File: config.mk
export PLATFORM = sky130hd
export DESIGN_NAME = fu_cfg_seq
export DESIGN_NICKNAME = d
export VERILOG_FILES = /design/src/rtl/fu_cfg_pkg.sv /design/src/rtl/fu_cfg_ctx_mem.sv /design/src/rtl/fu_cfg_seq.sv
export SDC_FILE = /design/constraint.sdc
export NUM_CORES = 1
export LEC_CHECK = 0
export ABC_AREA = 1
export ABC_CLOCK_PERIOD_IN_PS = 9360
export BUFFER_PORTS_ARGS = -buffer_cell sky130_fd_sc_hd__buf_4
export CAP_MARGIN = 30
export CORE_MARGIN = 1.5
export CORE_UTILIZATION = 60
export DETAILED_ROUTE_END_ITERATION = 10
export HOLD_SLACK_MARGIN = 0.12
export PLACE_DENSITY = 0.77
export REMOVE_ABC_BUFFERS = 1
export SLEW_MARGIN = 20
export SYNTH_ARGS = -nofsm -noshare
export SYNTH_HDL_FRONTEND = slang
export SYNTH_HIERARCHICAL = 1
export SYNTH_SLANG_ARGS = --single-unit
File: constraint.sdc
create_clock -name clk -period 9.36 [get_ports clk]
set_clock_uncertainty 0.1 [all_clocks]
set_input_delay 0.936 -clock clk [delete_from_list [all_inputs] [get_ports clk]]
set_output_delay 0.936 -clock clk [all_outputs]
set_load 0.02 [all_outputs]
File: src/rtl/fu_cfg_pkg.sv
// Shared definitions for the FU-cluster configuration sequencer.
// Holds the context field widths, the default context and chunk geometry,
// and the sequencer state encoding.
package fu_cfg_pkg;

  // Field widths of one context, MSB to LSB: {cmac, cordic, logical, dmem}.
  localparam int CONFIG_CMAC   = 16;
  localparam int CONFIG_CORDIC = 8;
  localparam int CONFIG_LOGI   = 9;
  localparam int CONFIG_DMEM   = 31;

  localparam int DEF_CONFIG_ALL   = CONFIG_CMAC + CONFIG_CORDIC + CONFIG_LOGI + CONFIG_DMEM;
  localparam int DEF_CFG_IN_WIDTH = 16;

  // Number of input words that make one context at the default geometry.
  localparam int CHUNKS = DEF_CONFIG_ALL / DEF_CFG_IN_WIDTH;

  typedef enum logic {
    IDLE = 1'b0,
    RUN  = 1'b1
  } state_t;

endpackage

File: src/rtl/fu_cfg_ctx_mem.sv
// Context store: NUM_CTX entries of WIDTH bits.
// One synchronous write port, one asynchronous (combinational) read port.
// The array is not reset; entries are only meaningful once written.
//   clk   : clock
//   we    : write enable
//   waddr : write address
//   wdata : write data
//   raddr : read address
//   rdata : read data, combinational from raddr
module fu_cfg_ctx_mem #(
  parameter int NUM_CTX = 8,
  parameter int WIDTH   = 64,
  parameter int AW      = $clog2(NUM_CTX)
) (
  input  logic             clk,
  input  logic             we,
  input  logic [AW-1:0]    waddr,
  input  logic [WIDTH-1:0] wdata,
  input  logic [AW-1:0]    raddr,
  output logic [WIDTH-1:0] rdata
);

  logic [WIDTH-1:0] mem [NUM_CTX];

  always_ff @(posedge clk) begin
    if (we) begin
      mem[waddr] <= wdata;
    end
  end

  assign rdata = mem[raddr];

endmodule

File: src/rtl/fu_cfg_seq.sv
// Configuration writer and sequencer for the PE functional-unit cluster.
// Assembles CFG_IN_WIDTH-bit words (least-significant chunk first) into
// CONFIG_ALL-bit contexts stored in a NUM_CTX-entry ring, then on a run
// command replays contexts 0..N-1 on config_all_o, one per cycle, for a
// given number of loops (0 = until abort).
//
// Ports:
//   clk, rst      : clock, synchronous active-high reset
//   cfg_valid_i   : input word valid
//   cfg_ready_o   : input word ready (combinational)
//   cfg_data_i    : input configuration word
//   run_i         : start request, sampled only in IDLE
//   num_ctx_i     : contexts per loop (1..NUM_CTX)
//   iter_i        : loop count, 0 = endless
//   stall_i       : hold the replay while high
//   abort_i       : end the replay (beats stall_i)
//   clear_i       : forget all loaded contexts (IDLE only)
//   config_all_o  : registered context to the FU cluster
//   busy_o        : a context is being driven
//   done_o        : one-cycle pulse on normal completion
//   err_o         : one-cycle pulse on a rejected run request
//
// Handshake: a word transfers on a rising edge where cfg_valid_i and
// cfg_ready_o are both high. The producer keeps data stable while valid is
// high and not yet accepted; ready never depends on cfg_valid_i.
module fu_cfg_seq
  import fu_cfg_pkg::*;
#(
  parameter int CONFIG_ALL   = DEF_CONFIG_ALL,
  parameter int CFG_IN_WIDTH = DEF_CFG_IN_WIDTH,
  parameter int NUM_CTX      = 8,
  parameter int ITER_WIDTH   = 8,
  parameter logic [CONFIG_ALL-1:0] IDLE_CFG = '0
) (
  input  logic                       clk,
  input  logic                       rst,
  input  logic                       cfg_valid_i,
  output logic                       cfg_ready_o,
  input  logic [CFG_IN_WIDTH-1:0]    cfg_data_i,
  input  logic                       run_i,
  input  logic [$clog2(NUM_CTX):0]   num_ctx_i,
  input  logic [ITER_WIDTH-1:0]      iter_i,
  input  logic                       stall_i,
  input  logic                       abort_i,
  input  logic                       clear_i,
  output logic [CONFIG_ALL-1:0]      config_all_o,
  output logic                       busy_o,
  output logic                       done_o,
  output logic                       err_o
);

  localparam int NCHUNK = CONFIG_ALL / CFG_IN_WIDTH;
  localparam int CW     = (NCHUNK > 1) ? $clog2(NCHUNK) : 1;
  localparam int PW     = $clog2(NUM_CTX);
  localparam int NW     = PW + 1;

  localparam logic [CW-1:0] LAST_CHUNK = CW'(NCHUNK - 1);
  localparam logic [NW-1:0] CTX_MAX    = NW'(NUM_CTX);

  // State and datapath registers
  state_t                  state_q, state_n;
  logic [CW-1:0]           chunk_cnt_q;
  logic [PW-1:0]           wr_ptr_q;
  logic [NW-1:0]           loaded_cnt_q;
  logic [CONFIG_ALL-1:0]   asm_q, asm_nxt;
  logic [PW-1:0]           rd_ptr_q, rd_ptr_n;
  logic [NW-1:0]           num_q, num_n;
  logic [ITER_WIDTH-1:0]   iter_q, iter_n;
  logic [CONFIG_ALL-1:0]   config_q, config_n;
  logic                    busy_q, busy_n;
  logic                    done_n, err_n;
  logic                    done_q, err_q;

  logic [PW-1:0]           raddr;
  logic [CONFIG_ALL-1:0]   rdata;

  logic accept_word, last_chunk, run_ok, start, reject;
  logic last_ctx, final_beat;

  assign cfg_ready_o = (state_q == IDLE) && !run_i && !clear_i;
  assign accept_word = cfg_valid_i && cfg_ready_o;
  assign last_chunk  = (chunk_cnt_q == LAST_CHUNK);

  // Assembly register with the incoming word dropped into its slot; on the
  // last chunk this is the complete context written to the store.
  always_comb begin
    asm_nxt = asm_q;
    asm_nxt[CFG_IN_WIDTH*chunk_cnt_q +: CFG_IN_WIDTH] = cfg_data_i;
  end

  // A run needs a sensible context count that is actually loaded, and no
  // half-assembled context in flight.
  assign run_ok = (num_ctx_i != '0) && (num_ctx_i <= loaded_cnt_q) && (chunk_cnt_q == '0);
  assign start  = (state_q == IDLE) && run_i && run_ok;
  assign reject = (state_q == IDLE) && run_i && !run_ok;

  assign last_ctx   = ({1'b0, rd_ptr_q} == (num_q - NW'(1)));
  // iter_q == 0 means endless, so it never matches here.
  assign final_beat = last_ctx && (iter_q == ITER_WIDTH'(1));

  fu_cfg_ctx_mem #(
    .NUM_CTX (NUM_CTX),
    .WIDTH   (CONFIG_ALL),
    .AW      (PW)
  ) u_ctx_mem (
    .clk   (clk),
    .we    (accept_word && last_chunk),
    .waddr (wr_ptr_q),
    .wdata (asm_nxt),
    .raddr (raddr),
    .rdata (rdata)
  );

  // Context loading and bookkeeping
  always_ff @(posedge clk) begin
    if (rst) begin
      chunk_cnt_q  <= '0;
      wr_ptr_q     <= '0;
      loaded_cnt_q <= '0;
      asm_q        <= '0;
    end else if ((state_q == IDLE) && clear_i) begin
      chunk_cnt_q  <= '0;
      wr_ptr_q     <= '0;
      loaded_cnt_q <= '0;
    end else if (accept_word) begin
      asm_q <= asm_nxt;
      if (last_chunk) begin
        chunk_cnt_q <= '0;
        wr_ptr_q    <= wr_ptr_q + 1'b1;  // wraps: NUM_CTX is a power of two
        if (loaded_cnt_q != CTX_MAX) begin
          loaded_cnt_q <= loaded_cnt_q + 1'b1;
        end
      end else begin
        chunk_cnt_q <= chunk_cnt_q + 1'b1;
      end
    end
  end

  // FSM: state register (also registers the sequencer outputs)
  always_ff @(posedge clk) begin
    if (rst) begin
      state_q  <= IDLE;
      rd_ptr_q <= '0;
      num_q    <= '0;
      iter_q   <= '0;
      config_q <= IDLE_CFG;
      busy_q   <= 1'b0;
      done_q   <= 1'b0;
      err_q    <= 1'b0;
    end else begin
      state_q  <= state_n;
      rd_ptr_q <= rd_ptr_n;
      num_q    <= num_n;
      iter_q   <= iter_n;
      config_q <= config_n;
      busy_q   <= busy_n;
      done_q   <= done_n;
      err_q    <= err_n;
    end
  end

  // FSM: next state
  always_comb begin
    state_n = state_q;
    case (state_q)
      IDLE: if (start) state_n = RUN;
      RUN: begin
        if (abort_i) begin
          state_n = IDLE;
        end else if (!stall_i && final_beat) begin
          state_n = IDLE;
        end
      end
      default: state_n = IDLE;
    endcase
  end

  // FSM: outputs and replay datapath (next values of the registered outputs)
  always_comb begin
    config_n = config_q;
    busy_n   = busy_q;
    done_n   = 1'b0;
    err_n    = 1'b0;
    rd_ptr_n = rd_ptr_q;
    num_n    = num_q;
    iter_n   = iter_q;
    raddr    = '0;
    case (state_q)
      IDLE: begin
        config_n = IDLE_CFG;
        busy_n   = 1'b0;
        err_n    = reject;
        if (start) begin
          num_n    = num_ctx_i;
          iter_n   = iter_i;
          rd_ptr_n = '0;
          raddr    = '0;
          config_n = rdata;
          busy_n   = 1'b1;
        end
      end
      RUN: begin
        if (abort_i) begin
          config_n = IDLE_CFG;
          busy_n   = 1'b0;
        end else if (stall_i) begin
          // hold everything
        end else if (last_ctx) begin
          if (final_beat) begin
            config_n = IDLE_CFG;
            busy_n   = 1'b0;
            done_n   = 1'b1;
          end else begin
            rd_ptr_n = '0;
            raddr    = '0;
            config_n = rdata;
            if (iter_q != '0) begin
              iter_n = iter_q - 1'b1;
            end
          end
        end else begin
          rd_ptr_n = rd_ptr_q + 1'b1;
          raddr    = rd_ptr_q + 1'b1;
          config_n = rdata;
        end
      end
      default: begin
        config_n = IDLE_CFG;
        busy_n   = 1'b0;
      end
    endcase
  end

  assign config_all_o = config_q;
  assign busy_o       = busy_q;
  assign done_o       = done_q;
  assign err_o        = err_q;

endmodule
## Yosys cells after proc, flatten, opt, wreduce, memory -nomap -nowiden

Memories as Yosys holds them, arrays and structs flattened.
Cells that the tools add are included.

- Equality and inequality tests: 14
- Shift operators: 2
- Multiplexer cells: 37
- Bitwise logic cells: 3
- Add/sub/neg operators: 7
- $mul: 0
- Reduce and logical (&&, ||, !) cells: 29
- Order comparisons: 1
- Divide/modulo/power cells: 0

Operators by type and width:

| kind | number |
|---|---|
| 2-to-1 mux 64 bit | 5 |
| case mux 64 bit (2 select lines) | 1 |
| bitwise mux 64 bit | 1 |
| variable shift 16 x 34 -> 64 bit, first input constant | 1 |
| indexed part select 16 x 34 -> 64 bit | 1 |
| 2-to-1 mux 8 bit | 6 |
| negator 6 -> 34 bit | 1 |
| 2-to-1 mux 3 bit | 8 |
| case mux 8 bit (2 select lines) | 1 |
| logical AND 1 bit | 12 |
| case mux 3 bit (2 select lines) | 2 |
| 2-to-1 mux 1 bit | 10 |
| == test 8 x 1 -> 1 bit, second input constant | 1 |
| inequality test 2 bit, second input constant | 4 |
| nonzero test 8 bit | 1 |
| subtractor 8 x 1 -> 8 bit, second input constant | 1 |
| adder 3 x 1 -> 3 bit, second input constant | 2 |
| inequality test 3 x 2 -> 1 bit, second input constant | 2 |
| inequality test 3 bit, second input constant | 2 |
| AND reduction 2 bit | 3 |
| AND reduction 3 bit | 2 |
| AND reduction 6 bit | 1 |
| OR reduction 5 bit | 1 |
| adder 4 x 1 -> 4 bit, second input constant | 1 |
| 15 further kinds | 23 |

- Output and inout port bits: 68
- ROM bits: 0
- Flip-flop bits (word level): 156
- Logic and storage cells: 106
- Latch bits: 0
- Bits in writable memories: 512
- Memories: 1
- Input port bits: 35

Memories:

| memory | depth | bits a word | read ports | clocked after memory_dff | write ports | RTL line | text |
|---|---|---|---|---|---|---|---|
| u_ctx_mem.mem | 8 | 64 | 1 | 0 | 1 | fu_cfg_ctx_mem.sv:23 | `logic [WIDTH-1:0] mem [NUM_CTX];` |

## Logic depth before layout (Yosys ltp)

Gate-level depths: netlist (run 1).
An unclocked memory read counts as a cell.

- Word-level depth: 12
- Mapped depth: 24
- Mapped depth without buffers: 21

## By module

Netlist (run 1), hierarchy kept.

By module, submodules not included:

| module | cells each | area each (um^2) | instances |
|---|---|---|---|
| fu_cfg_ctx_mem | 2230 | 22376.5 | 1 |
| fu_cfg_seq | 872 | 7110.6 | 1 |

## Worst setup path after synthesis (run 1)

OpenSTA, ideal clock, no wires.

- Path type: input port to flip-flop
- Start: input port run_i
- End: memory u_ctx_mem.mem[1][0], enable pin
- Cell stages on the path: 5
- Arrival: 4367 ps
- Slack: 4406 ps
- Library setup time: 487 ps
- Path through: nor3_4 -> nand2_2 -> nor2_4 -> nand2_1 -> nor2_1

- Longest elaborated chain between the ends: 7

Ends and longest elaborated chain:

| element | RTL line | text |
|---|---|---|
| start: declaration | fu_cfg_seq.sv:40 | `input logic run_i,` |
| zero test 1 bit | fu_cfg_seq.sv:80 | `assign cfg_ready_o = (state_q == IDLE) && !run_i && !clear_i;` |
| logical AND 1 bit (2 in series) | fu_cfg_seq.sv:80 |  |
| logical AND 1 bit | fu_cfg_seq.sv:81 | `assign accept_word = cfg_valid_i && cfg_ready_o;` |
| logical AND 1 bit | fu_cfg_seq.sv:107 | `.we (accept_word && last_chunk),` |
| 2-to-1 mux 1 bit | fu_cfg_ctx_mem.sv:26 | `if (we) begin` |
| 2-to-1 mux 1 bit (implied by the code) | fu_cfg_ctx_mem.sv:27 | `mem[waddr] <= wdata;` |
| end: declaration | fu_cfg_ctx_mem.sv:23 |  |

No other way between the ends.

## Worst setup path after layout (run 1)

- Start: register chunk_cnt_q[0]
- End: register asm_q[10]

- Longest elaborated chain between the ends: 3

Ends and longest elaborated chain:

| element | RTL line | text |
|---|---|---|
| start: declaration | fu_cfg_seq.sv:62 | `logic [CW-1:0] chunk_cnt_q;` |
| start signal: assignment | fu_cfg_seq.sv:134 | `chunk_cnt_q <= chunk_cnt_q + 1'b1;` |
| negator 6 -> 34 bit (*) | fu_cfg_seq.sv:88 | `asm_nxt[CFG_IN_WIDTH*chunk_cnt_q +: CFG_IN_WIDTH] = cfg_data_i;` |
| indexed part select 16 x 34 -> 64 bit / variable shift 16 x 34 -> 64 bit (equally long branches) | fu_cfg_seq.sv:88 |  |
| bitwise mux 64 bit (*) | fu_cfg_seq.sv:88 |  |
| named net asm_nxt[10] | fu_cfg_seq.sv:65 | `logic [CONFIG_ALL-1:0] asm_q, asm_nxt;` |
| end signal: assignment | fu_cfg_seq.sv:126 | `asm_q <= asm_nxt;` |
| end: declaration | fu_cfg_seq.sv:65 |  |

The timed path passes the listed nets; every way through them passes the cells marked *.
A chain may end at the register's enable or synchronous reset.

==> results_dict.tcl, run 1 <==
set metrics [dict create \
    startpoint_type "flip-flop" \
    grt_max_degree 129 \
    p_clk_frac 0.428 \
    clk_latency_ns 0.60 \
    routed_wl_mm 70.0 \
    powerDensity_nw_per_um2 186 \
    seq_area_frac_synth 0.627 \
    synth-edff-count 512 \
    clk_pin_slew_worst_paths_ns 0.06 \
    max-slew-margin-rel 0.325 \
    hpwl_mm 38.4 \
    ys.warnings.count 6 \
    grt.overflow.total 0 \
    vdd.ir_drop.worst_mv 0.137 \
    pwr-share-comb 0.044 \
    synth_ff_type "edfxtp_1" \
    whs_ns 0.361 \
    worstPathMaxFanout 21 \
    netSwitchingFraction 0.212 \
    period_minus_slack_ns 3.94 \
    start_util 0.605 \
    post_cts_buffers 0 \
    drt_iter0_drc 2366 \
    num_vias 21000 \
    maxCapViolations 0 \
    fin_ws_ns 5.42 \
    layout_commonest_cell "nand2_1" \
    num_antenna_cells 0 \
    max_freq_ghz 0.254 \
    grt_first_pass_wirelength_mm 108 \
    rsz0062_at_grt "no" \
    internal_power_mw 4.84 \
    p_seq_frac 0.528 \
    clockBufferDepth 3 \
    timing_hold_violations_final 0 \
    io_pins 103 \
    cts_max_level 3 \
    ys_types 36 \
    synthCells 3102 \
    drc_errors 0 \
    wire_per_inst_um 18.0 \
    die_w_um 225 \
    io_buffers 102 \
    synth_area_um2 29500 \
    drive_above_1_share 0.0879 \
    path_class "reg -> reg" \
    cp.required_ns 9.76 \
    row_count 81 \
    core_um2 48700 \
    finalNetCount 3219 \
    utilization 0.677 \
    grt_pass1_vias 20500 \
    arrival_ns 4.34 \
    p_leak_nw 15.2 \
    gp_congestion 0.850 \
    most-common-layout-cells "nand2_1, inv_1, edfxtp_1, nand3_1, nor2_1" \
    post-place-ws_ns 5.06 \
    power_switching_mw 1.30 \
    async_flop_share 0 \
    setup_viol 0 \
    ctsRootBufferMaster "clkbuf_16" \
    die-area_um2 50500 \
    finalCritPeriodShare 0.421 \
    die_y_um 225 \
    fin_tns_setup_ns 0 \
    cts_tree "done" \
    post_cts_resized 0 \
    worstSetupEndpointType "flip-flop" \
    final_max_slew_viol_count 0 \
    grt_antenna_before_repair 1 \
    fillers 3459 \
    grtUsageTotal 0.279 \
    synth.avg_cell_area_um2 9.51 \
    ys_ff_latch 668 \
    clock_sinks 668 \
    ant_nets 0 \
    hold_class "reg -> reg" \
    dr.pass1.iters 6 \
    status "finished, final reports clean" \
    rrSetupSlack_ns 5.42 \
    viasPerCell 5.40 \
    tightest_slew_ns 1.01 \
    numCtsBuffers 68 \
    syn_to_final_growth_pct 12.0 \
    cts.hold.buffers_added 0 \
]
cell type report:
class,instances,area [µm²],share of cell area
Clock buffer,100,1990,0.0602
Sequential cell,668,18500,0.560
Multi-Input combinational cell,1638,7770,0.235
Clock inverter,24,176,0.00534
Inverter,643,2440,0.0738
Tap cell,664,831,0.0252
Timing Repair Buffer,147,1320,0.0399
worst max-delay path: stages, from the launching register on:
cell	delay (ns)
dfxtp_1	0.30
buf_4	0.22
inv_2	0.15
ha_1	0.83
nand3_1	0.95
o22ai_1	0.99
nor2_1	0.10
a211oi_1	0.20
cells in the mapped netlist (all sizes together) (19+ instances only):
| cell | n | area [µm²] |
|---|---|---|
| a211oi | 65 | 488 |
| a21oi | 19 | 98.9 |
| buf | 122 | 782 |
| clkbuf | 31 | 118 |
| dfxtp | 156 | 3120 |
| edfxtp | 512 | 15400 |
| inv | 643 | 2410 |
| mux2i | 64 | 641 |
| nand2 | 919 | 3460 |
| nand3 | 280 | 1430 |
| nor2 | 175 | 679 |
| o22ai | 48 | 300 |
through the flow:
step,cells,area [µm²],power (mW)
floorplan,2949,28600,3.47
global placement,3734,30400,3.56
detailed placement,3741,30600,3.57
CTS,3865,32700,6.17
global route,3884,33000,6.32
finish,3884,33000,6.15
cell families after synthesis:
group                    Yosys count  share of synthesized area
multiplexers                      64                     0.0217
AO/OA/AOI/OAI                    166                     0.0381
adder cells (fa/ha/maj)           18                    0.00764
XOR/XNOR                           4                    0.00119
flip-flops                       668                      0.627
AND/OR/NAND/NOR                 1386                      0.192
buffers and inverters            796                      0.112
layer usage:
metal	share of wire	up-vias	track usage
li1	-	9949	-
met1	0.39	9829	0.356
met2	0.48	1008	0.466
met3	0.096	175	0.0538
met4	0.036	2	0.124
met5	0.00019	-	0
power by group through the flow:
stage,Clock (mW),Combinational [mW],Sequential (mW)
3_3_place_gp,0,0.251,3.30
6_report,2.63,0.273,3.24
5_1_grt,2.77,0.300,3.24
3_5_place_dp,0,0.263,3.31
2_1_floorplan,0,0.159,3.31
4_1_cts,2.66,0.265,3.24
state kept, by name, summed over array words and instances, names as in the netlist:
| name | flops |
|---|---|
| asm_q | 64 |
| busy_o | 1 |
| chunk_cnt_q | 2 |
| config_all_o | 64 |
| done_o | 1 |
| err_o | 1 |
| iter_q | 8 |
| loaded_cnt_q | 4 |
| num_q | 4 |
| rd_ptr_q | 3 |
| state_q | 1 |
| u_ctx_mem/mem | 512 |
| wr_ptr_q | 3 |
worst paths after layout:
check | to | cells past startpoint | from
setup / recovery | asm_q[10] | 7 | chunk_cnt_q[0]
setup reg to reg | asm_q[10] | 7 | chunk_cnt_q[0]
hold / removal | asm_q[23] | 2 | asm_q[23]
hold reg to reg | asm_q[23] | 2 | asm_q[23]
(Power assumes the default switching activity.)
==> run 2: changes to the inputs <==
ABC_CLOCK_PERIOD_IN_PS = 3250   (was 9360)
CORE_UTILIZATION = 56   (was 60)
PLACE_DENSITY = 0.76   (was 0.77)
clock period = 3.25 ns   (was 9.36 ns; I/O delays follow)
==> results_dict.tcl, run 2 (synthesis gave the netlist of run 1 again) <==
set metrics [dict create \
    status "finished, final reports clean" \
    dp_cells 3808 \
    worstPathMaxFanout 29 \
    max-slew-margin-rel 0.373 \
    fin_ws_ns 0.226 \
    path_class "in -> reg" \
    die_w_um 232 \
    hpwl_mm 39.6 \
    cts_tree "done" \
    drc_errors 0 \
    clockBufferDepth 3 \
    finalNonFillerCells 3965 \
    cp.required_ns 3.43 \
    critPathSlowestCell "dlygate4sd3_1" \
    gp_congestion 0.833 \
    drt_iter0_drc 2100 \
    worstSetupEndpointType "flip-flop" \
    timing_hold_violations_final 0 \
    rrSetupSlack_ns 0.24 \
    vdd.ir_drop.worst_mv 0.328 \
    finalCritPeriodShare 0.931 \
    io_buffers 102 \
    rr_startpoint "state_q" \
    finalNetCount 3286 \
    grt_pass1_vias 21100 \
    period_minus_slack_ns 3.02 \
    rsz0062_at_grt "yes" \
    clk_latency_ns 0.60 \
    tightest_slew_ns 0.941 \
    drive_above_1_share 0.0953 \
    ant_nets 0 \
    wire_per_inst_um 18.1 \
    routed_wl_mm 71.6 \
    numCtsBuffers 69 \
    r2r_cells 7 \
    viasPerCell 5.37 \
    largest_reg_flops 512 \
    num_antenna_cells 0 \
    critPathLaunch "run_i" \
    grt_antenna_before_repair 0 \
    p_leak_nw 15.6 \
    fillers 3809 \
    maxCapViolations 0 \
    start_util 0.570 \
    crit_path_end "u_ctx_mem/mem[3][57]" \
    dr.pass1.iters 5 \
    largest-register "u_ctx_mem/mem" \
    die-area_um2 54000 \
    arrival_ns 3.20 \
    io_pins 103 \
    final_max_slew_viol_count 0 \
    num_vias 21300 \
    grt_max_degree 99 \
    core_um2 51700 \
    clock_sinks 668 \
    cts_max_level 3 \
    grt_first_pass_wirelength_mm 111 \
    post-place-ws_ns 0.287 \
    powerDensity_nw_per_um2 534 \
    clk_pin_slew_worst_paths_ns 0.06 \
    r2r_end "u_ctx_mem/mem[3][57]" \
    cp_slowest_stage_delay_ns 0.61 \
    grt.overflow.total 0 \
    hold_class "in -> reg" \
    layout_commonest_cell "nand2_1" \
    grtUsageTotal 0.268 \
    startpoint_type "input port" \
    ctsRootBufferMaster "clkbuf_16" \
    row_count 83 \
    fin_tns_setup_ns 0 \
    die_y_um 232 \
    syn_to_final_growth_pct 14.7 \
    max_freq_ghz 0.331 \
    most-common-layout-cells "nand2_1, inv_1, edfxtp_1, nand3_1, nor2_1" \
    setup_viol 0 \
    cp_cell_sequence "dlygate4sd3_1, buf_4, nor3_4, nand2_4, dlygate4sd3_1, nor2_4, nand2_1, nor2_4, buf_12" \
]
[run 2: changes by cell type in the layout (fill, tap and decap cells not counted), sizes merged]
| cell | before | now |
|---|---|---|
| clkbuf | 106 | 96 |
| clkinvlp | 1 | 3 |
| clkinv | 19 | 16 |
| buf | 141 | 179 |
| bufinv | 2 | 8 |
| inv | 645 | 643 |
| dlygate4sd3 | 0 | 34 |
[run 2: worst min path at each step]
stage / from / endpoint / slack (ns) / depth (start not counted)
3_3_place_gp: asm_q[34] / asm_q[34] / 0.34 / 2
6_report: cfg_data_i[1] / u_ctx_mem/mem[7][33] / 0.25 / 4
5_1_grt: cfg_data_i[5] / u_ctx_mem/mem[1][37] / 0.25 / 4
4_1_cts: cfg_data_i[1] / u_ctx_mem/mem[7][33] / 0.21 / 4
2_1_floorplan: rst / rd_ptr_q[0] / 0.29 / 1
3_5_place_dp: asm_q[60] / asm_q[60] / 0.35 / 2
[run 2: timing repair]
item | in CTS | in global routing
setup buffers | 0 | 0
hold buffers | 34 | 0
resized for setup | 0 | 10
endpoints found under the setup margin | 0 | 22
endpoints found under the hold margin | 22 | 0
[run 2: cell type report]
cell class,instances,area (µm²),share of cell area
flip-flops and latches,668,18500,0.547
repair buffers,213,2010,0.0596
clock buffers,96,1940,0.0574
clock inverters,27,317,0.00936
well taps,680,851,0.0252
inverters,643,2460,0.0726
multi-input cells,1638,7750,0.229
[run 2: per-layer routing]
metal,wire [µm],global-route usage
met2,34500,0.447
met3,6700,0.0419
met5,0,0
met1,28000,0.347
met4,2370,0.120
[run 2: through the flow]
step           area, µm²  total power [mW]   util  hold slack [ns]
4_1_cts            33800              18.2  0.653            0.214
3_3_place_gp       31200              10.3  0.603            0.345
6_report           33800              18.1  0.654            0.247
3_5_place_dp       31200              10.3  0.603            0.353
5_1_grt            33800              18.6  0.654            0.254
2_1_floorplan      28600              10.0      -            0.294
[run 2: worst max-delay path: cells and delay by family]
kind,cells,cell delay (ns)
buffers and inverters,4,1.61
and+or+nand+nor,5,1.25
[run 2: power by group]
group / switching [mW] / leakage, nW / internal [mW]
sequential: 0.0437 / 5.98 / 9.29
clock: 3.17 / 1.10 / 4.73
combinational: 0.563 / 8.50 / 0.287
